File: config.mk
export PLATFORM = sky130hd
export DESIGN_NAME = core_ram_arbiter
export DESIGN_NICKNAME = d
export VERILOG_FILES = /design/src/rtl/core_ram_arbiter.sv
export SDC_FILE = /design/constraint.sdc
export NUM_CORES = 1
export LEC_CHECK = 0
export ABC_CLOCK_PERIOD_IN_PS = 1800
export BUFFER_PORTS_ARGS = -buffer_cell sky130_fd_sc_hd__buf_2
export CAP_MARGIN = 20
export CORE_MARGIN = 8
export CORE_UTILIZATION = 45
export CTS_CLUSTER_SIZE = 20
export DETAILED_ROUTE_END_ITERATION = 10
export MAX_ROUTING_LAYER = met4
export PLACE_DENSITY = 0.76
export SYNTH_ARGS = -nofsm -noshare
export SYNTH_HDL_FRONTEND = slang
export SYNTH_SLANG_ARGS = --single-unit
File: constraint.sdc
create_clock -name clk -period 1.8 [get_ports clk]
set_clock_uncertainty 0.05 [all_clocks]
set_input_delay 0.09 -clock clk [delete_from_list [all_inputs] [get_ports clk]]
set_output_delay 0.09 -clock clk [all_outputs]
set_load 0.05 [all_outputs]
File: src/rtl/core_ram_arbiter.sv
// Single-port RAM arbiter between instruction fetch (IF) and load/store (MEM).
// MEM has fixed priority; IF gets the next grant after MAX_WAIT MEM grants made while it waited.
module core_ram_arbiter #(
  parameter int MAX_WAIT = 4,
  parameter int TIMEOUT  = 255
) (
  input  logic        clk,
  input  logic        rst_n,
  input  logic        if_req,
  input  logic [31:0] if_addr,
  output logic        if_done,
  output logic [31:0] if_rdata,
  input  logic        mem_req,
  input  logic        mem_we,
  input  logic [31:0] mem_addr,
  input  logic [31:0] mem_wdata,
  input  logic [3:0]  mem_wstrb,
  output logic        mem_done,
  output logic [31:0] mem_rdata,
  output logic        err,
  output logic        ram_en,
  output logic        ram_we,
  output logic [31:0] ram_addr,
  output logic [31:0] ram_wdata,
  output logic [3:0]  ram_wstrb,
  input  logic [31:0] ram_rdata,
  input  logic        ram_done,
  output logic        owner,
  output logic [1:0]  dbg_state
);

  // Handshake: a requester raises req (level) with stable operands and keeps it
  // until its one-cycle done pulse; req is only sampled in IDLE, so it may be
  // dropped or changed during the DONE cycle that follows every completion.

  localparam logic [1:0] S_IDLE = 2'd0;
  localparam logic [1:0] S_BUSY = 2'd1;
  localparam logic [1:0] S_DONE = 2'd2;

  localparam int            WW       = $clog2(MAX_WAIT + 1);
  localparam logic [WW-1:0] WAIT_MAX = WW'(MAX_WAIT);
  localparam logic [7:0]    TMO_LAST = 8'(TIMEOUT - 1);
  localparam logic [31:0]   NOP      = 32'h0000_0013;

  logic [1:0]    state;
  logic [WW-1:0] wait_cnt;
  logic [7:0]    tmo_cnt;
  logic          grant_mem;
  logic          grant_if;

  assign dbg_state = state;

  always_comb begin
    grant_mem = mem_req && !(if_req && (wait_cnt >= WAIT_MAX));
    grant_if  = !grant_mem && if_req;
  end

  always_ff @(posedge clk or negedge rst_n) begin
    if (!rst_n) begin
      state     <= S_IDLE;
      wait_cnt  <= '0;
      tmo_cnt   <= '0;
      if_done   <= 1'b0;
      if_rdata  <= '0;
      mem_done  <= 1'b0;
      mem_rdata <= '0;
      err       <= 1'b0;
      ram_en    <= 1'b0;
      ram_we    <= 1'b0;
      ram_addr  <= '0;
      ram_wdata <= '0;
      ram_wstrb <= '0;
      owner     <= 1'b0;
    end else begin
      if_done  <= 1'b0;
      mem_done <= 1'b0;
      err      <= 1'b0;
      case (state)
        S_IDLE: begin
          if (grant_mem) begin
            ram_en    <= 1'b1;
            ram_we    <= mem_we;
            ram_addr  <= mem_addr;
            ram_wdata <= mem_wdata;
            ram_wstrb <= mem_wstrb;
            owner     <= 1'b1;
            tmo_cnt   <= '0;
            state     <= S_BUSY;
            if (if_req)
              wait_cnt <= (wait_cnt >= WAIT_MAX) ? WAIT_MAX : wait_cnt + 1'b1;
            else
              wait_cnt <= '0;
          end else if (grant_if) begin
            ram_en    <= 1'b1;
            ram_we    <= 1'b0;
            ram_addr  <= if_addr;
            ram_wdata <= '0;
            ram_wstrb <= '0;
            owner     <= 1'b0;
            tmo_cnt   <= '0;
            state     <= S_BUSY;
            wait_cnt  <= '0;
          end else begin
            wait_cnt <= '0;
          end
        end
        S_BUSY: begin
          tmo_cnt <= tmo_cnt + 8'd1;
          // ram_done takes precedence over a timeout landing in the same cycle
          if (ram_done) begin
            ram_en <= 1'b0;
            state  <= S_DONE;
            if (owner) begin
              mem_done <= 1'b1;
              if (!ram_we) mem_rdata <= ram_rdata;
            end else begin
              if_done  <= 1'b1;
              if_rdata <= ram_rdata;
            end
          end else if (tmo_cnt == TMO_LAST) begin
            ram_en <= 1'b0;
            err    <= 1'b1;
            state  <= S_DONE;
            if (owner) begin
              mem_done <= 1'b1;
              if (!ram_we) mem_rdata <= NOP;
            end else begin
              if_done  <= 1'b1;
              if_rdata <= NOP;
            end
          end
        end
        S_DONE: begin
          state <= S_IDLE;
        end
        default: begin
          state <= S_IDLE;
        end
      endcase
    end
  end

endmodule

Word-level counts from Yosys, hierarchy flattened
Cells that the tools add are included.

Bitwise gates (word level): 1. Add/subtract/negate cells: 2. Eq/ne operators: 6. Order comparisons: 1. Muxes and demuxes: 46. Reduce and logical (&&, ||, !) cells: 15.

Operators by type and width (count): 32-bit two-way mux (14); 1-bit two-way mux (18); 8-bit two-way mux (2); 8-bit case mux with 2 select lines (1); 3-bit two-way mux (3); 8-bit by 1-bit adder with 8-bit output (second input constant) (1); 8-bit equality test (second input constant) (1); 2-bit two-way mux (4); 4-bit two-way mux (2); 3-bit != test (second input constant) (2); 2-bit AND reduction (3); 3-bit AND reduction (2); 2-bit nonzero test (3); 5-bit AND reduction (1); 2-bit != test (second input constant) (2); 2-bit case mux with 2 select lines (1); 3-bit by 1-bit adder with 3-bit output (second input constant) (1); 3-bit >= comparator (second input constant) (1); 1-bit logical AND (3); 2-bit by 1-bit equality test with 1-bit output (second input constant) (1); 1-bit logical NOT (2); 2-bit logical NOT (1); 1-bit case mux with 2 select lines (1); 1-bit NOT (1).

Logic and storage cells: 85. Output and inout port bits: 140. Bits in registers: 151. Input bits: 138.

Longest topological paths before layout
Gate-level depths: netlist of run 1.

Depth after elaboration: 9. Depth in mapped cells: 6. Depth with buffers taken out: 5.

Worst setup path after synthesis of run 1
Ideal clock, no wire load.

Path kind: reg-to-reg. Start point: register state[0], in the netlist dbg_state[0]. End point: register if_rdata[14]. Buffers on the path: 2. Clock period less this slack: 1.922 ns. Required time: 1.632 ns. Setup time: 0.118 ns. Arrival: 1.754 ns. Cell stages (with the launch flop): 6. Setup slack: -0.122 ns. Path through: dfrtp_1 -> buf_4 -> or3b_4 -> buf_6 -> a22o_1 -> a21o_1.

Longest elaborated chain between the ends: 2.

Ends and longest elaborated chain: from (decl) (line 45) `logic [1:0] state;`; from (signal assigned) (line 60) `state <= S_IDLE;`; from (signal assigned) (line 88) `state <= S_BUSY;`; from (signal assigned) (line 101) `state <= S_BUSY;`; 2-bit by 1-bit equality test with 1-bit output (line 78) `case (state)`; 3-bit AND reduction (no line); to (signal assigned) (line 118) `if_rdata <= ram_rdata;`; to (decl) (line 12) `output logic [31:0] if_rdata,`.

No other way between the ends. A chain may end at the register's enable or synchronous reset.

Worst setup path after layout of run 1
Start point: register state[1], in the netlist dbg_state[1]. End point: register ram_addr[3].

Longest elaborated chain between the ends: 2.

Ends and longest elaborated chain: 2-bit logical NOT (line 78); 2-bit AND reduction (no line); to (signal assigned) (line 83) `ram_addr <= mem_addr;`; to (signal assigned) (line 96) `ram_addr <= if_addr;`; to (decl) (line 23) `output logic [31:0] ram_addr,`.

No other way between the ends.

==> impl_metrics.tcl, run 1 <==
set metrics [dict create \
    synthesis.nets 714 \
    clk_pin_slew_ns 0.06 \
    combPwrFrac 0.540 \
    grt_first_pass_wirelength_um 36600 \
    final_area_sq_mm 0.0103 \
    detailed_place_hpwl_um 14500 \
    dp.cells 1008 \
    cts_sinks 151 \
    synth_enable_flop_cells 0 \
    seq_area_frac_synth 0.565 \
    route.detailed.drc 0 \
    layout.nets 1119 \
    slew-limit-headroom 0.647 \
    grt_use_total 0.256 \
    drt-pass1-iter-count 5 \
    maxCapViolations 0 \
    die-area_sq_mm 0.0190 \
    clock_path_buffers 2 \
    worstSkewPairLatency_ns 0.42 \
    hold_start "ram_done" \
    synth.distinct_cells 43 \
    netlist_instances 572 \
    synth_top_area_frac 0.565 \
    placed_area_sq_mm 0.00837 \
    synth-async-reset-ratio 1.00 \
    die_x_um 138 \
    stdcell_count 1177 \
    cp_cell_sequence "buf_4 -> or2_1 -> buf_4 -> o21ai_0 -> o21ai_1" \
    drv_slew 0 \
    arrival_ns 1.97 \
    cp_max_fo 34 \
    power_density_mw_per_mm2 1970 \
    swShare 0.505 \
    dieHeight_um 138 \
    finalSetupTns_ns 0 \
    avgSynthCellArea_sq_um 11.7 \
    antenna_found_initial 0 \
    yosys-top-cells-area "dfrtp_1 57%, a22o_1 8.7%, mux2i_1 5.5%" \
    netlist_area_sq_mm 0.00668 \
    first_global_vias 6794 \
    ir_drop_mv 0.974 \
    ys_ff_latch 151 \
    htreeDepth 4 \
    ff2ff_path_depth 5 \
    core_sq_mm 0.0145 \
    fin_crit_sh 0.967 \
    grt-ovfl-total 0 \
    cts_setup_buffers 0 \
    r2r-start "dbg_state[1]" \
    cts-buffers-inserted 17 \
    hold_viol 0 \
    drtIter0Drc 401 \
    routedWlPerCell_um 20.4 \
    initial_core_util 0.460 \
    cp.required_ns 2.03 \
    cp-start-kind "flip-flop" \
    p_int_mw 10.0 \
    critical_path.top_delay_family "flip-flops" \
    drtAntennaViolNets 0 \
    drive_gt1_frac 0.346 \
    cp_num_cells 5 \
    synthFlopType "dfrtp_1" \
    cp-startpoint "dbg_state[1]" \
    viasPerCell 5.56 \
    crit_path_end_kind "flip-flop" \
    synth_top_cell_by_area "dfrtp_1" \
    critPathBufInv 2 \
    slowest_delay_ns 0.44 \
    synth.yosys.warnings 0 \
    wirelength_um 24000 \
    synthToLayoutAreaGrowth_pct 54.2 \
    root_buffer "clkbuf_16" \
    holdCritPathClass "in -> reg" \
    p_leak_nw 4.99 \
    path_common_cell "buf_4" \
    cts_tree "done" \
    critPathKind "reg -> reg" \
    cp_slowest_cell "dfrtp_2" \
    final-setup-viol-count 0 \
    power_mw 20.3 \
    max_clock_freq_mhz 574 \
    worst_pin_slew_ns 0.530 \
    status "complete, no violations" \
    placementRows 44 \
    post-route-min-period_ns 1.74 \
    clockPowerShare 0.173 \
    place_congestion 0.819 \
    min_path_cells 2 \
    io_pins 278 \
    grt_max_degree 59 \
    portBuffers 277 \
    sequentialPowerShare 0.288 \
    holdWs_ns 0.0204 \
    rsz0062_at_grt "no" \
    route.vias.total 6543 \
    p_sw_mw 10.2 \
]
-- layout by cell type (no fill, tap or decap), drive strengths merged, types with 14 or more instances in the layout --
cell type	Yosys	layout
inv	11	14
nor2b	30	30
clkbuf	26	20
mux2i	37	37
dlygate4sd3	0	134
dfrtp	151	151
a21o	30	30
and3	29	29
a211o	29	29
buf	23	301
o21ai	71	71
a22o	66	66
-- power by group through the flow --
stage	clock [mW]	combinational (mW)	sequential, mW
3_3_place_gp	0	10.4	5.73
6_report	3.50	10.9	5.84
3_5_place_dp	0	10.6	5.79
4_1_cts	3.54	10.8	5.77
2_1_floorplan	0	3.14	10.4
5_1_grt	3.73	11.5	6.01
-- metal layers --
| layer | GRT usage | vias up | part of all wire |
|---|---|---|---|
| met2 | 0.382 | 383 | 0.46 |
| met4 | 0.107 | 0 | 0.030 |
| met3 | 0.0761 | 54 | 0.10 |
| met1 | 0.321 | 3176 | 0.41 |
| li1 | - | 2930 | - |
| met5 | - | - | 0 |
-- per-stage QoR --
stage | utilization | setup slack (ns)
5_1_grt | 0.709 | 0.0132
2_1_floorplan | - | 0.0164
4_1_cts | 0.709 | 0.128
6_report | 0.709 | 0.0590
3_3_place_gp | 0.576 | 0.169
3_5_place_dp | 0.576 | 0.153
-- worst reg2reg max path, cell delays in order (launching register included) --
cell and delay, ns:
dfrtp_2 0.44, buf_4 0.17, or2_1 0.27, buf_4 0.26, o21ai_0 0.27, o21ai_1 0.14
-- final timing paths --
check,slack [ns],end
worst max-delay path,0.06,ram_addr[3]
worst min-delay path,0.02,err
worst max register to register,0.06,ram_addr[3]
worst min register to register,0.44,ram_en
max in group asynchronous,0.94,ram_wdata[30]
min in group asynchronous,0.14,mem_rdata[16]
-- repair_timing --
item,CTS,global route
hold buffers,134,0
endpoints found under the hold margin,215,0
endpoints found under the setup margin,0,6
gates resized for setup,0,6
-- cells in the mapped netlist, drive strengths merged (2+ instances only) --
master  number
dfrtp      151
o21ai       71
a22o        66
mux2i       37
a21o        30
nor2b       30
a211o       29
and3        29
clkbuf      26
buf         23
inv         11
a21oi       10
nor2         9
nand2        7
nand3        6
o22ai        5
ha           4
nand2b       4
a211oi       2
and4b        2
and4bb       2
nor3b        2
-- kinds of logic after synthesis --
logic type,count (synthesis),synth area share
AOI/OAI and AO/OA,220,0.236
DFF,151,0.565
and+or+nand+nor,99,0.0912
buffers and inverters,60,0.0436
muxes,37,0.0554
adders and majority gates,4,0.00749
xor gates and xnor gates,1,0.00131
-- cell type report --
type / count / area [sq um]
repair buffers: 435 / 3010
flip-flops and latches: 151 / 3780
well taps: 184 / 230
multi-input cells: 361 / 2650
clock buffers: 20 / 467
clock inverters: 12 / 118
inverters: 11 / 41.3
fillers: 1013 / 4230
diodes: 3 / 7.51
-- sequential cells by signal, indices dropped and copies added, names as in the netlist --
register   count
mem_done       1
ram_wstrb      4
if_rdata      32
err            1
ram_addr      32
mem_rdata     32
ram_wdata     32
dbg_state      2
if_done        1
wait_cnt       3
ram_en         1
ram_we         1
tmo_cnt        8
owner          1
Power figures use the tool's default switching activity.
==> inputs of run 2 (changes only) <==
--- a/config.mk
+++ b/config.mk
@@ -12,7 +12,6 @@
 export CORE_UTILIZATION = 45
 export CTS_CLUSTER_SIZE = 20
 export DETAILED_ROUTE_END_ITERATION = 10
-export MAX_ROUTING_LAYER = met4
 export PLACE_DENSITY = 0.76
 export SYNTH_ARGS = -nofsm -noshare
 export SYNTH_HDL_FRONTEND = slang
==> impl_metrics.tcl, run 2 (synthesis results as in run 1) <==
set metrics [dict create \
    status "complete, no violations" \
    layout.nets 1119 \
    dieHeight_um 138 \
    maxCapViolations 0 \
    arrival_ns 1.97 \
    slew-limit-headroom 0.648 \
    slowest_delay_ns 0.44 \
    mostFrequentLayoutCell "buf_2" \
    io_pins 278 \
    grt-ovfl-total 0 \
    routedWlPerCell_um 20.4 \
    cts-buffers-inserted 17 \
    crit_path_end_kind "flip-flop" \
    rsz0062_at_grt "no" \
    post-route-min-period_ns 1.74 \
    final_area_sq_mm 0.0103 \
    cp-start-kind "flip-flop" \
    route.detailed.drc 0 \
    route.vias.total 6530 \
    power_density_mw_per_mm2 1970 \
    synthToLayoutAreaGrowth_pct 54.2 \
    p_leak_nw 4.99 \
    r2r_end "ram_addr[3]" \
    holdCritPathClass "in -> reg" \
    drive_gt1_frac 0.346 \
    worstSkewPairLatency_ns 0.42 \
    critPathKind "reg -> reg" \
    initial_core_util 0.460 \
    grt_use_total 0.249 \
    grt_first_pass_wirelength_um 36600 \
    cts_setup_buffers 0 \
    first_global_vias 6803 \
    fin_ws_ns 0.0648 \
    detailed_place_hpwl_um 14500 \
    finalSetupTns_ns 0 \
    final_cell_mix "276 x buf_2, 149 x dfrtp_1, 134 x dlygate4sd3_1, 66 x a22o_1, 64 x o21ai_0" \
    holdPathEnd "err" \
    placementRows 44 \
    worst_pin_slew_ns 0.529 \
    place_congestion 0.808 \
    cts_sinks 151 \
    die-area_sq_mm 0.0190 \
    max_clock_freq_mhz 576 \
    dp.cells 1008 \
    drv_slew 0 \
    cp_cell_sequence "buf_4 -> or2_1 -> buf_4 -> o21ai_0 -> o21ai_1" \
    root_buffer "clkbuf_16" \
    grt_max_degree 59 \
    wirelength_um 24000 \
    cp.required_ns 2.04 \
    min_path_cells 2 \
    fin_crit_sh 0.964 \
    ir_drop_mv 0.977 \
    hold_viol 0 \
    cp_slowest_cell "dfrtp_2" \
    core_sq_mm 0.0145 \
    path_common_cell "buf_4" \
    drt-pass1-iter-count 5 \
    final-setup-viol-count 0 \
    cts_tree "done" \
    die_x_um 138 \
    viasPerCell 5.55 \
    cp_max_fo 34 \
    ff2ff_path_depth 5 \
    htreeDepth 4 \
    ff2ff_setup_slack_ns 0.06 \
    portBuffers 277 \
    stdcell_count 1177 \
    placed_area_sq_mm 0.00837 \
    r2r-start "dbg_state[1]" \
    clock_path_buffers 2 \
    clk_pin_slew_ns 0.06 \
    fin_util 0.709 \
    place_ws_ns 0.153 \
    drtIter0Drc 389 \
    hold_start "ram_done" \
    antenna_found_initial 0 \
    drtAntennaViolNets 0 \
]
## run 2: final cells by class
class,instances,area (sq um)
Sequential cell,151,3780
Multi-Input combinational cell,361,2650
Fill cell,1013,4230
Clock buffer,20,467
Antenna cell,3,7.51
Tap cell,184,230
Clock inverter,12,118
Timing Repair Buffer,435,3010
Inverter,11,41.3
## run 2: worst max-delay path, delay by kind of cell (launching register included)
family / cells / cell delay (ns)
and+or+nand+nor: 1 / 0.27
AOI/OAI and AO/OA: 2 / 0.39
buffers and inverters: 2 / 0.43
DFF: 1 / 0.44
## run 2: metrics by stage
step | total power [mW] | hold WS, ns
after CTS | 20.1 | 0.00955
after global routing | 21.2 | 0.0247
after floorplan | 13.6 | -0.256
after detailed placement | 16.4 | 0.0374
final | 20.3 | 0.0242
after global placement | 16.2 | 0.0304
## run 2: what timing repair did
item	in CTS	in global routing
endpoints found under the hold margin	215	0
endpoints found under the setup margin	0	6
hold buffers	134	0
resized for setup	0	6
## run 2: worst max path at each step
stage                       from             to  slack [ns]  depth (start not counted)
detailed placement  dbg_state[0]    if_rdata[5]        0.15                          3
global placement    dbg_state[1]  ram_wdata[19]        0.17                          6
finish              dbg_state[1]    ram_addr[3]        0.06                          5
CTS                 dbg_state[0]   if_rdata[18]        0.13                          3
floorplan           dbg_state[1]   if_rdata[14]        0.02                          5
global route        dbg_state[1]   ram_wstrb[2]        0.01                          6
## run 2: power breakdown
group / leakage, nW / switching (mW) / internal [mW]
logic: 2.96 / 7.77 / 3.18
clock network: 0.281 / 1.47 / 2.03
registers: 1.75 / 1.01 / 4.83
total: 4.99 / 10.2 / 10.0
## run 2: layer usage
layer / part of all wire / track usage
met1: 0.39 / 0.311
met2: 0.46 / 0.382
met3: 0.12 / 0.0884
met4: 0.032 / 0.110
met5: 0 / 0
==> inputs of run 3 (changes only) <==
--- a/config.mk
+++ b/config.mk
@@ -5,6 +5,7 @@
 export SDC_FILE = /design/constraint.sdc
 export NUM_CORES = 1
 export LEC_CHECK = 0
+export ABC_AREA = 1
 export ABC_CLOCK_PERIOD_IN_PS = 1800
 export BUFFER_PORTS_ARGS = -buffer_cell sky130_fd_sc_hd__buf_2
 export CAP_MARGIN = 20
==> impl_metrics.tcl, run 3 <==
set metrics [dict create \
    layout.nets 1252 \
    dieHeight_um 136 \
    root_buffer "clkbuf_16" \
    holdWs_ns 0.0194 \
    synth-async-reset-ratio 1.00 \
    critPathKind "reg -> reg" \
    routedWlPerCell_um 18.6 \
    synthTopCellsByCount "206 x nand2_1, 151 x dfrtp_1, 96 x o21ai_1" \
    core_sq_mm 0.0139 \
    seq_area_frac_synth 0.585 \
    drt-pass1-iter-count 5 \
    critPathBufInv 2 \
    rsz0062_at_grt "no" \
    arrival_ns 1.96 \
    io_pins 278 \
    final-setup-viol-count 0 \
    max_clock_freq_mhz 608 \
    mostFrequentLayoutCell "buf_2" \
    post-route-min-period_ns 1.65 \
    clk_pin_slew_ns 0.06 \
    maxCapViolations 0 \
    netlist_area_sq_mm 0.00645 \
    avgSynthCellArea_sq_um 9.21 \
    drtAntennaViolNets 0 \
    die_x_um 136 \
    synth_enable_flop_cells 0 \
    placementRows 43 \
    clockPowerShare 0.180 \
    grt_use_total 0.266 \
    route.detailed.drc 0 \
    crit_path_end_kind "flip-flop" \
    cp_num_cells 9 \
    htreeDepth 4 \
    ir_drop_mv 1.42 \
    wirelength_um 24300 \
    first_global_vias 7177 \
    yosys.cell_count.top_type "nand2_1" \
    cts_setup_buffers 0 \
    cp_max_fo 32 \
    die-area_sq_mm 0.0184 \
    viasPerCell 5.30 \
    critical_path.top_delay_family "simple AND/OR/NAND/NOR gates" \
    portBuffers 277 \
    antenna_found_initial 2 \
    cp.required_ns 2.11 \
    slowest_delay_ns 0.44 \
    fin_crit_sh 0.914 \
    cp_cell_sequence "ha_1 -> inv_1 -> nor2_1 -> nand2_2 -> nand2_4 -> nand4_2 -> buf_4 -> nand2_1 -> nand2_1" \
    ff2ff_path_depth 9 \
    grt-ovfl-total 0 \
    fin_util 0.724 \
    place_congestion 0.851 \
    synth.distinct_cells 31 \
    initial_core_util 0.463 \
    netlist_instances 701 \
    clock_path_buffers 2 \
    synth_top_cell_by_area "dfrtp_1" \
    p_sw_mw 10.8 \
    synthesis.nets 843 \
    worstSkewPairLatency_ns 0.42 \
    hold_viol 0 \
    grt_max_degree 53 \
    yosys-top-cells-area "dfrtp_1 59%, nand2_1 12%, o21ai_1 7.4%" \
    min_path_cells 3 \
    p_int_mw 9.97 \
    synth_top_area_frac 0.585 \
    combPwrFrac 0.537 \
    ys_ff_latch 151 \
    slew-limit-headroom 0.648 \
    drive_gt1_frac 0.317 \
    worst_pin_slew_ns 0.528 \
    holdCritPathClass "in -> reg" \
    path_common_cell "nand2_1" \
    synthFlopType "dfrtp_1" \
    power_density_mw_per_mm2 2060 \
    swShare 0.521 \
    status "complete, no violations" \
    place_ws_ns 0.125 \
    grt_first_pass_wirelength_um 38200 \
    fin_ws_ns 0.154 \
    dp.cells 1138 \
    drtIter0Drc 479 \
    drv_slew 0 \
    final_cell_mix "276 x buf_2, 206 x nand2_1, 149 x dfrtp_1, 133 x dlygate4sd3_1, 98 x o21ai_1" \
    synth.yosys.warnings 0 \
    cts_tree "done" \
    synthToLayoutAreaGrowth_pct 56.3 \
    p_leak_nw 5.50 \
    route.vias.total 6911 \
    sequentialPowerShare 0.284 \
    finalSetupTns_ns 0 \
    stdcell_count 1305 \
    cp-start-kind "flip-flop" \
    cts_sinks 151 \
    detailed_place_hpwl_um 15000 \
    cp_slowest_cell "dfrtp_2" \
    cts-buffers-inserted 17 \
]
==> run 3: cell types whose count changed in the layout (fill, tap and decap cells not counted), moves of 31 or more <==
cell     delta
nand2_1   +199
mux2i_1    -37
o21ai_0    -54
nor2_1     +32
nand4_1    +31
o21ai_1    +92
==> run 3: worst paths after layout <==
| kind | from | endpoint | slack (ns) |
|---|---|---|---|
| max | tmo_cnt[1] | mem_rdata[28] | 0.15 |
| min | ram_done | dbg_state[1] | 0.02 |
| max reg2reg | tmo_cnt[1] | mem_rdata[28] | 0.15 |
| min reg2reg | ram_en | ram_en | 0.42 |
| max in group asynchronous | rst_n | ram_addr[31] | 0.97 |
| min in group asynchronous | rst_n | if_rdata[10] | 0.08 |
==> run 3: timing repair <==
item,CTS,global route
hold endpoints to repair,282,0
resized for setup,0,5
endpoints found under the setup margin,0,21
hold buffers,133,0
==> run 3: worst min-delay path, cell delays in order <==
cell and delay [ns]:
buf_2 0.12, inv_2 0.13, a21oi_4 0.10
==> run 3: logic make-up (layout without fill, tap and decap cells) <==
logic type | Yosys count | count (layout) | synth area share
adders and majority gates | 4 | 4 | 0.00776
and+or+nand+nor | 298 | 298 | 0.197
buffers and inverters | 94 | 515 | 0.0651
other | 0 | 3 | 0
AOI/OAI and AO/OA | 154 | 154 | 0.144
DFF | 151 | 151 | 0.585
==> run 3: cell type report <==
class                      instances  area (sq um)
tap                              180           225
clock buffer                      23           468
clock inverter                     8           146
sequential                       151          3780
inverter                          49           184
antenna                            3          7.51
fill                             928          3850
timing repair buffer             435          3000
multi-input combinational        456          2270
==> run 3: power by group through the flow <==
stage | sequential (mW) | clock (mW) | combinational [mW]
after floorplan | 10.9 | 0 | 2.70
after global placement | 5.84 | 0 | 10.7
after CTS | 5.83 | 3.79 | 11.0
after global routing | 6.05 | 3.94 | 11.8
after detailed placement | 5.84 | 0 | 10.8
final | 5.90 | 3.74 | 11.2
==> run 3: metrics by stage <==
stage                     instance area, sq um  power [mW]
after floorplan                           6450        13.6
after global routing                     10100        21.8
after global placement                    8120        16.5
final                                    10100        20.8
after detailed placement                  8120        16.7
after CTS                                10100        20.7
==> run 3: layer usage <==
metal,wire [um],vias up,track usage,part of all wire
met2,11600,426,0.426,0.48
met3,2730,71,0.0898,0.11
met5,0,-,0,0
met4,1090,0,0.152,0.045
li1,-,3142,-,-
met1,8860,3272,0.305,0.36
